--- config.mk ---
export PLATFORM = sky130hd
export DESIGN_NAME = dbus_access_ctrl
export DESIGN_NICKNAME = d
export VERILOG_FILES = /design/src/rtl/dbus_access_ctrl_pkg.sv /design/src/rtl/dbus_access_ctrl_readdata.sv /design/src/rtl/dbus_access_ctrl.sv
export SDC_FILE = /design/constraint.sdc
export NUM_CORES = 1
export LEC_CHECK = 0
export CAP_MARGIN = 10
export CORE_MARGIN = 1
export CORE_UTILIZATION = 35
export CTS_CLUSTER_DIAMETER = 200
export DETAILED_ROUTE_END_ITERATION = 12
export SLEW_MARGIN = 5
export SYNTH_ARGS = -nofsm -noshare
export SYNTH_HDL_FRONTEND = slang
export SYNTH_HIERARCHICAL = 1
export SYNTH_SLANG_ARGS = --single-unit
--- constraint.sdc ---
create_clock -name clk -period 6.95 [get_ports clk]
set_input_delay 1.0425 -clock clk [delete_from_list [all_inputs] [get_ports clk]]
set_output_delay 1.0425 -clock clk [all_outputs]
set_load 0.03 [all_outputs]
--- src/rtl/dbus_access_ctrl_pkg.sv ---
// Shared types and encode helpers for the memory-stage data-bus sequencer.
// Holds the memory op, bus size and FSM state enums plus alignment/strobe/size rules.
package dbus_access_ctrl_pkg;

  typedef enum logic [3:0] {
    MEM_NONE = 4'd0,
    MEM_LB   = 4'd1,
    MEM_LBU  = 4'd2,
    MEM_LH   = 4'd3,
    MEM_LHU  = 4'd4,
    MEM_LW   = 4'd5,
    MEM_SB   = 4'd6,
    MEM_SH   = 4'd7,
    MEM_SW   = 4'd8
  } mem_t;

  typedef enum logic [1:0] {
    MSIZE1 = 2'd0,
    MSIZE2 = 2'd1,
    MSIZE4 = 2'd2
  } msize_t;

  typedef enum logic [1:0] {
    IDLE = 2'd0,
    REQ  = 2'd1,
    WAIT = 2'd2,
    DONE = 2'd3
  } dbus_state_t;

  function automatic logic is_misaligned(input mem_t t, input logic [1:0] lsb);
    logic m;
    case (t)
      MEM_LH, MEM_LHU, MEM_SH: m = lsb[0];
      MEM_LW, MEM_SW:          m = (lsb != 2'b00);
      default:                 m = 1'b0;
    endcase
    return m;
  endfunction

  function automatic msize_t size_of(input mem_t t);
    msize_t s;
    case (t)
      MEM_LB, MEM_LBU, MEM_SB: s = MSIZE1;
      MEM_LH, MEM_LHU, MEM_SH: s = MSIZE2;
      default:                 s = MSIZE4;
    endcase
    return s;
  endfunction

  // Loads never write, so only store types produce enables
  function automatic logic [3:0] strobe_of(input mem_t t, input logic [1:0] lsb);
    logic [3:0] s;
    case (t)
      MEM_SB:  s = 4'b0001 << lsb;
      MEM_SH:  s = 4'b0011 << {lsb[1], 1'b0};
      MEM_SW:  s = 4'b1111;
      default: s = 4'b0000;
    endcase
    return s;
  endfunction

endpackage

--- src/rtl/dbus_access_ctrl_readdata.sv ---
// Load extractor: picks the addressed byte/half out of the raw bus word and
// sign- or zero-extends it; the mirror of the store write-data aligner.
module dbus_access_ctrl_readdata
  import dbus_access_ctrl_pkg::*;
(
  input  logic [1:0]  byte_sel,
  input  mem_t        mem_type,
  input  logic [31:0] raw,
  output logic [31:0] ext
);

  logic [7:0]  byte_s;
  logic [15:0] half_s;

  // Lane select followed by extension according to the load type
  always_comb begin
    byte_s = raw[{byte_sel, 3'b000} +: 8];
    half_s = raw[{byte_sel[1], 4'b0000} +: 16];
    case (mem_type)
      MEM_LB:  ext = {{24{byte_s[7]}}, byte_s};
      MEM_LBU: ext = {24'h000000, byte_s};
      MEM_LH:  ext = {{16{half_s[15]}}, half_s};
      MEM_LHU: ext = {16'h0000, half_s};
      MEM_LW:  ext = raw;
      default: ext = 32'h0000_0000;
    endcase
  end

endmodule

--- src/rtl/dbus_access_ctrl.sv ---
// Memory-stage data-bus sequencer: issues the request, waits for the bus
// handshake, stalls the pipe meanwhile and registers the extended load result.
module dbus_access_ctrl
  import dbus_access_ctrl_pkg::*;
#(
  parameter int ADDR_W = 32,
  parameter int DATA_W = 32
) (
  input  logic              clk,
  input  logic              resetn,
  input  logic              op_valid,
  input  mem_t              mem_type,
  input  logic [ADDR_W-1:0] addr,
  input  logic [DATA_W-1:0] wd,
  input  logic              pipe_stall,
  input  logic              flush,
  output logic              dreq_valid,
  output logic [ADDR_W-1:0] dreq_addr,
  output msize_t            dreq_size,
  output logic [3:0]        dreq_strobe,
  output logic [DATA_W-1:0] dreq_data,
  input  logic              dresp_addr_ok,
  input  logic              dresp_data_ok,
  input  logic [DATA_W-1:0] dresp_data,
  output logic              stall_o,
  output logic [DATA_W-1:0] rd,
  output logic              misalign
);

  dbus_state_t       state_r;
  logic              killed_r;
  mem_t              type_r;
  logic [ADDR_W-1:0] addr_r;
  logic [DATA_W-1:0] wd_r;
  logic [DATA_W-1:0] rd_r;

  logic              misalign_s;
  logic              want_s;
  logic              issue_s;
  logic              req_phase_s;
  logic              stall_s;
  mem_t              cur_type_s;
  logic [ADDR_W-1:0] cur_addr_s;
  logic [DATA_W-1:0] cur_wd_s;
  logic [DATA_W-1:0] ext_s;

  // Op decode; resetn gates issue so no request escapes while reset is held
  always_comb begin
    misalign_s  = is_misaligned(mem_type, addr[1:0]);
    want_s      = resetn & op_valid & (mem_type != MEM_NONE) & ~misalign_s & ~flush;
    issue_s     = want_s & (state_r == IDLE);
    req_phase_s = issue_s | (state_r == REQ);
  end

  // Request fields come straight from the stage in IDLE, from the captured copy afterwards
  always_comb begin
    if (state_r == IDLE) begin
      cur_type_s = mem_type;
      cur_addr_s = addr;
      cur_wd_s   = wd;
    end else begin
      cur_type_s = type_r;
      cur_addr_s = addr_r;
      cur_wd_s   = wd_r;
    end
  end

  // Pipeline hold; a killed transaction only stalls a new op that wants the bus
  always_comb begin
    stall_s = 1'b0;
    case (state_r)
      IDLE:    stall_s = want_s;
      REQ:     stall_s = 1'b1;
      WAIT:    stall_s = killed_r ? want_s : 1'b1;
      DONE:    stall_s = 1'b0;
      default: stall_s = 1'b0;
    endcase
  end

  dbus_access_ctrl_readdata u_readdata (
    .byte_sel (cur_addr_s[1:0]),
    .mem_type (cur_type_s),
    .raw      (dresp_data),
    .ext      (ext_s)
  );

  // Bus handshake FSM with op capture, kill tracking and registered load result
  always_ff @(posedge clk or negedge resetn) begin
    if (!resetn) begin
      state_r  <= IDLE;
      killed_r <= 1'b0;
      type_r   <= MEM_NONE;
      addr_r   <= '0;
      wd_r     <= '0;
      rd_r     <= '0;
    end else begin
      case (state_r)
        IDLE: begin
          if (issue_s) begin
            type_r <= mem_type;
            addr_r <= addr;
            wd_r   <= wd;
            if (dresp_addr_ok && dresp_data_ok) begin
              state_r <= DONE;
              rd_r    <= ext_s;
            end else if (dresp_addr_ok) begin
              state_r <= WAIT;
            end else begin
              state_r <= REQ;
            end
          end else begin
            state_r <= IDLE;
          end
        end
        REQ: begin
          if (dresp_addr_ok) begin
            if (dresp_data_ok) begin
              if (flush) begin
                state_r <= IDLE;
              end else begin
                state_r <= DONE;
                rd_r    <= ext_s;
              end
            end else begin
              state_r  <= WAIT;
              killed_r <= flush;
            end
          end else if (flush) begin
            state_r <= IDLE;
          end else begin
            state_r <= REQ;
          end
        end
        WAIT: begin
          // An accepted transaction cannot be cancelled: a flush only discards its data
          if (dresp_data_ok) begin
            killed_r <= 1'b0;
            if (killed_r || flush) begin
              state_r <= IDLE;
            end else begin
              state_r <= DONE;
              rd_r    <= ext_s;
            end
          end else begin
            killed_r <= killed_r | flush;
            state_r  <= WAIT;
          end
        end
        DONE: begin
          if (flush || !pipe_stall) begin
            state_r <= IDLE;
          end else begin
            state_r <= DONE;
          end
        end
        default: begin
          state_r  <= IDLE;
          killed_r <= 1'b0;
        end
      endcase
    end
  end

  assign dreq_valid  = req_phase_s;
  assign dreq_addr   = cur_addr_s;
  assign dreq_size   = size_of(cur_type_s);
  assign dreq_strobe = strobe_of(cur_type_s, cur_addr_s[1:0]);
  assign dreq_data   = cur_wd_s;
  assign stall_o     = stall_s;
  assign rd          = rd_r;
  assign misalign    = misalign_s;

endmodule

== Word level (Yosys, flattened, before mapping) ==
Index checks and enable logic that the tools add are counted.

* Bits in registers: 103
* Bits of input ports: 107
* Output and inout port bits: 105
* Word-level logic and storage cells: 91

* Equality and inequality tests: 24
* Shifts and indexed selects: 4
* Mux-type cells: 32
* Bitwise gates (word level): 9
* Reductions and logical operators: 16

{| class="wikitable"
|+ Operator list
! kind !! count
|-
| 2-to-1 mux 32 bit || 9
|-
| one-hot mux 32 bit (5 select lines) || 1
|-
| one-hot mux 32 bit (3 select lines) || 1
|-
| variable part select 32 x 6 -> 16 bit || 1
|-
| variable part select 32 x 6 -> 8 bit || 1
|-
| equality test 4 x 3 -> 1 bit (second input constant) || 7
|-
| 2-to-1 mux 2 bit || 9
|-
| inequality test 2 bit (second input constant) || 7
|-
| equality test 4 x 2 -> 1 bit (second input constant) || 3
|-
| one-hot mux 4 bit (3 select lines) || 1
|-
| OR reduction 3 bit || 3
|-
| equality test 4 bit (second input constant) || 2
|-
| one-hot mux 2 bit (4 select lines) || 1
|-
| AND reduction 8 bit || 1
|-
| AND 1 bit || 5
|-
| 2-to-1 mux 1 bit || 5
|-
| equality test 2 bit (second input constant) || 2
|-
| equality test 4 x 1 -> 1 bit (second input constant) || 1
|-
| 2-to-1 mux 4 bit || 1
|-
| one-hot mux 1 bit (2 select lines) || 2
|-
| one-hot mux 1 bit (4 select lines) || 1
|-
| one-hot mux 2 bit (2 select lines) || 1
|-
| nonzero test 2 bit || 2
|-
| nonzero test 4 bit || 1
|-
| other kinds (14) || 17
|}

== Depth between registers and ports, before layout ==
Gate-level depths: netlist of run 1.

* Word-level depth: 9
* Depth in mapped cells: 12
* Mapped depth without buffers: 8

== Hierarchy ==
Netlist of run 1, hierarchy kept.

{| class="wikitable"
|+ Modules (own cells, without submodules)
! module !! instances !! cells an instance !! area an instance (sq um) !! sequential area each (sq um)
|-
| dbus_access_ctrl || 1 || 349 || 5484.0 || 2577.5
|-
| dbus_access_ctrl_readdata || 1 || 113 || 748.2 || 0.0
|}

== Worst setup path before layout of run 1 ==
Ideal clock, no wire load.

* Kind: input-to-output
* From: input port addr[1]
* To: output port stall_o
* Data arrival time: 2.350 ns
* Required time: 5.907 ns
* Path slack: 3.557 ns
* Stages on the path: 5
* Buffers on the path: 0
* Cell sequence: a21o_2 > a31oi_1 > and3_4 > a21oi_1 > o21ai_0

* Word-level cells in the longest chain between the ends: 7

{| class="wikitable"
|+ Ends and longest elaborated chain
! what !! RTL line !! text
|-
| start: declaration || dbus_access_ctrl.sv:13 || <nowiki>input logic [ADDR_W-1:0] addr,</nowiki>
|-
| nonzero test 2 bit (*) || dbus_access_ctrl_pkg.sv:34 || <nowiki>MEM_LW, MEM_SW: m = (lsb != 2'b00);</nowiki>
|-
| one-hot mux 1 bit (2 select lines) (*) || dbus_access_ctrl_pkg.sv:32 || <nowiki>case (t)</nowiki>
|-
| NOT 1 bit (*) || dbus_access_ctrl.sv:50 || <nowiki>want_s = resetn & op_valid & (mem_type != MEM_NONE) & ~misalign_s & ~flush;</nowiki>
|-
| AND 1 bit (*) (2 in a row) || dbus_access_ctrl.sv:50 ||
|-
| 2-to-1 mux 1 bit || dbus_access_ctrl.sv:74 || <nowiki>WAIT: stall_s = killed_r ? want_s : 1'b1;</nowiki>
|-
| one-hot mux 1 bit (4 select lines) (*) || dbus_access_ctrl.sv:71 || <nowiki>case (state_r)</nowiki>
|-
| end: declaration || dbus_access_ctrl.sv:25 || <nowiki>output logic stall_o,</nowiki>
|}

Mark *: on every way between the ends. The rest lies on a longest branch, timed or not.

== Worst setup path after layout of run 1 ==
* From: input port mem_type[3]
* To: output port dreq_valid

* Word-level cells in the longest chain between the ends: 8

{| class="wikitable"
|+ Ends and longest elaborated chain
! what !! RTL line !! text
|-
| start: declaration || dbus_access_ctrl.sv:12 || <nowiki>input mem_t mem_type,</nowiki>
|-
| equality test 4 x 2 -> 1 bit (tied with other cells) || dbus_access_ctrl_pkg.sv:32 ||
|-
| OR reduction 3 bit or OR reduction 2 bit (tied branches) || dbus_access_ctrl_pkg.sv:32 ||
|-
| one-hot mux 1 bit (2 select lines) || dbus_access_ctrl_pkg.sv:32 ||
|-
| NOT 1 bit || dbus_access_ctrl.sv:50 ||
|-
| AND 1 bit (*) (2 in a row) || dbus_access_ctrl.sv:50 ||
|-
| AND 1 bit (*) || dbus_access_ctrl.sv:51 || <nowiki>issue_s = want_s & (state_r == IDLE);</nowiki>
|-
| bitwise OR 1 bit (*) || dbus_access_ctrl.sv:52 || <nowiki>req_phase_s = issue_s | (state_r == REQ);</nowiki>
|-
| end: declaration || dbus_access_ctrl.sv:17 || <nowiki>output logic dreq_valid,</nowiki>
|}

Marks and branches as above.

==> results_dict.tcl, run 1 <==
set metrics [dict create \
    synth_top_cell_area_share 0.414 \
    regToRegSetupSlack_ns 3.55 \
    met1_length_um 7300 \
    crit_arrival_ns 3.58 \
    timing.fmax_mhz 216 \
    fillCellCount 1496 \
    register_area_mm2 0.00258 \
    first_iter_violations 169 \
    synth-edff-count 0 \
    vdd_ir_drop_max_mv 0.227 \
    initial_core_util 0.359 \
    dominantRegCellSynth "sky130_fd_sc_hd__dfrtp_1" \
    synth_area_leader_cell "sky130_fd_sc_hd__dfrtp_1" \
    rsz0062_at_grt "no" \
    cts_tree "done" \
    synthMostInstantiatedCell "sky130_fd_sc_hd__dfrtp_1" \
    ctsHtreeMaxLevel 3 \
    slowest_stage "sky130_fd_sc_hd__clkdlybuf4s50_1" \
    core_region_area_mm2 0.0174 \
    syn_inst 462 \
    final-max-slew-violation-count 0 \
    route.detailed.wl_per_inst_um 18.0 \
    detail_route_met3_wl_um 1270 \
    detail_route.first_pass.iterations 4 \
    timing.reg2reg.worst_path_depth 7 \
    post_cts_resize_count 0 \
    power_density_mw_per_mm2 456 \
    area_growth_syn_to_layout_pct 38.5 \
    footprint_of_the_multi_input_gates_mm2 0.00329 \
    synthesis.area_per_instance_um2 13.5 \
    dp_cells 872 \
    hold_bufs_inserted_after_cts 0 \
    post_route_cells_drive_above_1_share 0.304 \
    hold_viol 0 \
    routed-via-count 4424 \
    route.antenna.remaining_nets 0 \
    maxCapViolations 0 \
    groute.usage.overall 0.177 \
    top_layer "met4" \
    report.final.setup_viol 0 \
    mappedNetlistArea_mm2 0.00623 \
    detailed_placement_wirelength_estimate_um 11000 \
    maxSlewHeadroom 0.316 \
    antenna-diode-count 0 \
    min_path_type "flip-flop to flip-flop" \
    critical_path_class "input port to output port" \
    ioPinCount 212 \
    period_minus_slack_ns 4.62 \
    chipWidth_um 135 \
    place_congestion 0.800 \
    clock_sink_count 103 \
    number_of_nets_in_the_layout 765 \
    flip_flop_and_latch_count_after_synthesis 103 \
    run_status "completed" \
    ctsRootBufferMaster "sky130_fd_sc_hd__clkbuf_16" \
    critical_path.endpoint_type "output port" \
    leakagePower_uw 0.00376 \
    timing.critical_path.cells "clkdlybuf4s50_1, and4b_1, a31oi_1, and3_4, and2_4, or2_2, clkdlybuf4s50_1" \
    clk_latency_ns 0.35 \
    worst_slew_pin_slew_ns 1.02 \
    path_common_cell "sky130_fd_sc_hd__clkdlybuf4s50_1" \
    route.met2.wl_um 7160 \
    async_s_r_ff_share_synth 1.00 \
    synthesis.nets 569 \
    routed_wl_um 16000 \
    worst_setup_hold_path_clk_slew_ns 0.07 \
    dieArea_mm2 0.0183 \
    post-route-drc-count 0 \
    synth_commonest_cells "sky130_fd_sc_hd__dfrtp_1, sky130_fd_sc_hd__mux2_4, sky130_fd_sc_hd__mux2_2" \
    buffer_ports.inserted 211 \
    cpPeakStageDelay_ns 0.66 \
    row_count 48 \
    die-height_um 135 \
    hold_path_depth 1 \
    cts_buffers 9 \
    crit_fanout 25 \
    ys_warn_count 6 \
    layout_setup_ws_ns 2.33 \
    clock_path_buffers 2 \
    final_cells 887 \
    synth_seq_area_share 0.414 \
    min_period_over_period 0.665 \
    ys_top_cells_by_area "sky130_fd_sc_hd__dfrtp_1, sky130_fd_sc_hd__mux2_4, sky130_fd_sc_hd__mux2_2, sky130_fd_sc_hd__buf_12, sky130_fd_sc_hd__nand2_1" \
    grt_antenna_before_repair 0 \
    total_gr_overflow 0 \
    finalSetupTns_ns 0 \
    synth.distinct_cells 53 \
    vias_in_the_first_global_route 4665 \
    route.detailed.vias_per_inst 4.99 \
    global_route_wire_length_before_repair_um 25100 \
    fin_util 0.497 \
    placement.setup.worst_slack_ns 2.33 \
    skew_ns 0.00415 \
    critical_path_required_ns 5.91 \
    post_cts.repair.setup_buffers 0 \
    grt_max_degree 67 \
    crit_path_launch_type "input port" \
]
[report_power, final]
group	switching [uW]	leakage [uW]	internal, uW
logic	1170	0.00233	1200
registers	159	0.00129	867
clock network	232	0.000149	316
[registers in the layout (all words and copies together), names as in the netlist]
name and flops:
addr_r 32, killed_r 1, rd 32, state_r 2, type_r 4, wd_r 32
[worst max-delay path: cells and delay by family]
kind                   cells  cell delay, ns
AND/OR/NAND/NOR            4            1.09
AO/OA/AOI/OAI              1            0.19
buffers and inverters      2            1.25
[metrics by stage]
stage	instance area (um^2)	hold slack, ns	power, uW
6_report	8630	0.508	3940
5_1_grt	8630	0.524	4150
4_1_cts	8630	0.511	3980
3_5_place_dp	8320	0.490	3400
3_3_place_gp	8320	0.488	3380
2_1_floorplan	6230	0.477	2650
[area by class of cell]
cell class	instances	area share
clock buffers	9	0.0261
clock inverters	6	0.0107
inverters	8	0.00348
multi-input cells	321	0.381
flip-flops and latches	103	0.299
well taps	225	0.0326
repair buffers	215	0.248
[layer usage]
layer | GRT usage | up-vias
met1 | 0.228 | 2162
met2 | 0.284 | 183
li1 | - | 2061
met3 | 0.0527 | 18
met4 | 0.0531 | 0
met5 | 0 | -
[path summary, 6_finish.rpt]
path	to	from
worst max-delay path	dreq_valid	mem_type[3]
worst min-delay path	wd_r[30]	wd_r[30]
worst max register to register	rd[19]	state_r[1]
worst min register to register	wd_r[30]	wd_r[30]
max in group asynchronous	type_r[1]	resetn
min in group asynchronous	addr_r[4]	resetn
[cell families after synthesis]
| group | synth area share |
|---|---|
| AO/OA/AOI/OAI | 0.0608 |
| XOR/XNOR | 0.00281 |
| buffers and inverters | 0.0620 |
| flip-flops | 0.414 |
| multiplexers | 0.393 |
| AND/OR/NAND/NOR | 0.0679 |
[layout by cell type (no fill, tap or decap), types with 3 or more instances in the layout]
master	n
sky130_fd_sc_hd__a211o_1	6
sky130_fd_sc_hd__nor2_1	9
sky130_fd_sc_hd__mux2_4	97
sky130_fd_sc_hd__clkbuf_16	9
sky130_fd_sc_hd__inv_1	8
sky130_fd_sc_hd__dfrtp_1	103
sky130_fd_sc_hd__a21oi_1	6
sky130_fd_sc_hd__nor2b_1	7
sky130_fd_sc_hd__clkdlybuf4s50_1	210
sky130_fd_sc_hd__o221ai_1	7
sky130_fd_sc_hd__nor3_1	4
sky130_fd_sc_hd__a221o_1	3
sky130_fd_sc_hd__o21ai_0	12
sky130_fd_sc_hd__mux2i_1	17
sky130_fd_sc_hd__buf_4	5
sky130_fd_sc_hd__mux2_2	71
sky130_fd_sc_hd__nand2_1	46
Power figures use the tool's default switching activity.
==> run 2, diff against run 1 <==
==> constraint.sdc (replaced) <==
create_clock -name clk -period 4.8 [get_ports clk]
set_input_delay 0.72 -clock clk [delete_from_list [all_inputs] [get_ports clk]]
set_output_delay 0.72 -clock clk [all_outputs]
set_load 0.03 [all_outputs]
==> results_dict.tcl, run 2 (synthesized netlist as in run 1, its figures left out) <==
set metrics [dict create \
    skew_ns 0.00680 \
    register_area_mm2 0.00258 \
    cts_buffers 9 \
    clock_sink_count 103 \
    placement.cell_area_mm2 0.00834 \
    leakagePower_uw 0.00378 \
    total_gr_overflow 0 \
    post_cts_resize_count 0 \
    number_of_nets_in_the_layout 768 \
    critical_path_required_ns 4.08 \
    post_route_cells_drive_above_1_share 0.306 \
    routed-via-count 4380 \
    worst_setup_hold_path_clk_slew_ns 0.07 \
    cts_tree "done" \
    maxCapViolations 0 \
    crit_arrival_ns 2.97 \
    maxSlewHeadroom 0.441 \
    area_growth_syn_to_layout_pct 38.7 \
    initial_core_util 0.359 \
    grt_antenna_before_repair 0 \
    die-height_um 135 \
    final-max-slew-violation-count 0 \
    final_area_mm2 0.00864 \
    run_status "completed" \
    ctsHtreeMaxLevel 3 \
    startpoint "mem_type[1]" \
    post_cts.repair.setup_buffers 0 \
    place_congestion 0.799 \
    design_power_total_uw 5670 \
    post-route-drc-count 0 \
    fillCellCount 1488 \
    clk_latency_ns 0.35 \
    critical_path_class "input port to output port" \
    timing.fmax_mhz 271 \
    chipWidth_um 135 \
    clock_path_buffers 2 \
    hold_viol 0 \
    fin_util 0.498 \
    timing.reg2reg.worst_path_depth 6 \
    antenna-diode-count 0 \
    period_minus_slack_ns 3.69 \
    finalSetupTns_ns 0 \
    hold_slack_ns 0.478 \
    worst_slew_pin_slew_ns 0.838 \
    rr_endpoint "wd_r[0]" \
    regToRegSetupSlack_ns 1.33 \
    dieArea_mm2 0.0183 \
    row_count 48 \
    commonest_cells_after_routing_fill_and_taps_aside "sky130_fd_sc_hd__clkdlybuf4s50_1, sky130_fd_sc_hd__dfrtp_1, sky130_fd_sc_hd__mux2_4" \
    rsz0062_at_grt "no" \
    ioPinCount 212 \
    global_route_wire_length_before_repair_um 24500 \
    crit_fanout 15 \
    layout.cells.most_common "sky130_fd_sc_hd__clkdlybuf4s50_1" \
    detailed_placement_wirelength_estimate_um 11000 \
    footprint_of_the_multi_input_gates_mm2 0.00329 \
    critical_path.endpoint_type "output port" \
    groute.usage.overall 0.174 \
    route.detailed.wl_per_inst_um 17.5 \
    routed_wl_um 15600 \
    first_iter_violations 74 \
    hold_bufs_inserted_after_cts 0 \
    grt_max_degree 65 \
    route.antenna.remaining_nets 0 \
    buffer_ports.inserted 211 \
    min_period_over_period 0.769 \
    min_path_type "input port to async pin" \
    power_density_mw_per_mm2 656 \
    vdd_ir_drop_max_mv 0.312 \
    core_region_area_mm2 0.0174 \
    route.detailed.vias_per_inst 4.92 \
    rr_startpoint "state_r[1]" \
    report.final.setup_viol 0 \
    detail_route.first_pass.iterations 4 \
    crit_path_launch_type "input port" \
    vias_in_the_first_global_route 4575 \
    ctsRootBufferMaster "sky130_fd_sc_hd__clkbuf_16" \
]
==> run 2: cell count changes in the layout (fill, tap and decap cells not counted), sizes merged <==
cell | previous run | this run
inv | 10 | 12
clkbuf | 9 | 10
clkinvlp | 2 | 0
clkinv | 0 | 1
buf | 5 | 8
bufinv | 2 | 1
==> run 2: layout make-up <==
| type | instances | share of cell area |
|---|---|---|
| Timing Repair Buffer | 218 | 0.250 |
| Inverter | 8 | 0.00347 |
| Clock buffer | 10 | 0.0265 |
| Multi-Input combinational cell | 321 | 0.380 |
| Clock inverter | 6 | 0.00883 |
| Tap cell | 225 | 0.0326 |
| Sequential cell | 103 | 0.298 |
==> run 2: stage by stage <==
stage | std cells | setup WS [ns]
detailed placement | 875 | 1.00
finish | 891 | 1.11
global route | 891 | 0.891
CTS | 891 | 1.10
floorplan | 462 | 1.88
global placement | 875 | 1.02
==> run 2: power breakdown <==
group	total, uW	leakage (uW)	switching [uW]	internal (uW)
clock network	770	0.000150	354	416
registers	1490	0.00129	233	1260
logic	3410	0.00234	1680	1740
total	5670	0.00378	2260	3410
==> run 2: critical path, cell delays in order <==
cell and delay [ns]:
sky130_fd_sc_hd__clkdlybuf4s50_1 0.57, sky130_fd_sc_hd__mux2_2 0.38, sky130_fd_sc_hd__nor3b_2 0.23, sky130_fd_sc_hd__o21ai_0 0.12, sky130_fd_sc_hd__o21ai_0 0.20, sky130_fd_sc_hd__clkdlybuf4s50_1 0.75
==> run 2: how the worst max path moves through the flow <==
| stage | endpoint | slack [ns] | depth (start not counted) |
|---|---|---|---|
| after floorplan | dreq_strobe[1] | 1.88 | 6 |
| after global placement | wd_r[0] | 1.02 | 8 |
| after CTS | dreq_strobe[1] | 1.10 | 6 |
| after global routing | dreq_strobe[1] | 0.89 | 6 |
| final | dreq_strobe[1] | 1.11 | 6 |
| after detailed placement | wd_r[0] | 1.00 | 8 |
==> run 2: per-layer routing <==
| layer | up-vias | routed length, um | global-route usage |
|---|---|---|---|
| met4 | 0 | 196 | 0.0474 |
| met2 | 161 | 7100 | 0.274 |
| met3 | 15 | 1230 | 0.0658 |
| met1 | 2132 | 7060 | 0.222 |
| met5 | - | 0 | 0 |
| li1 | 2072 | - | - |
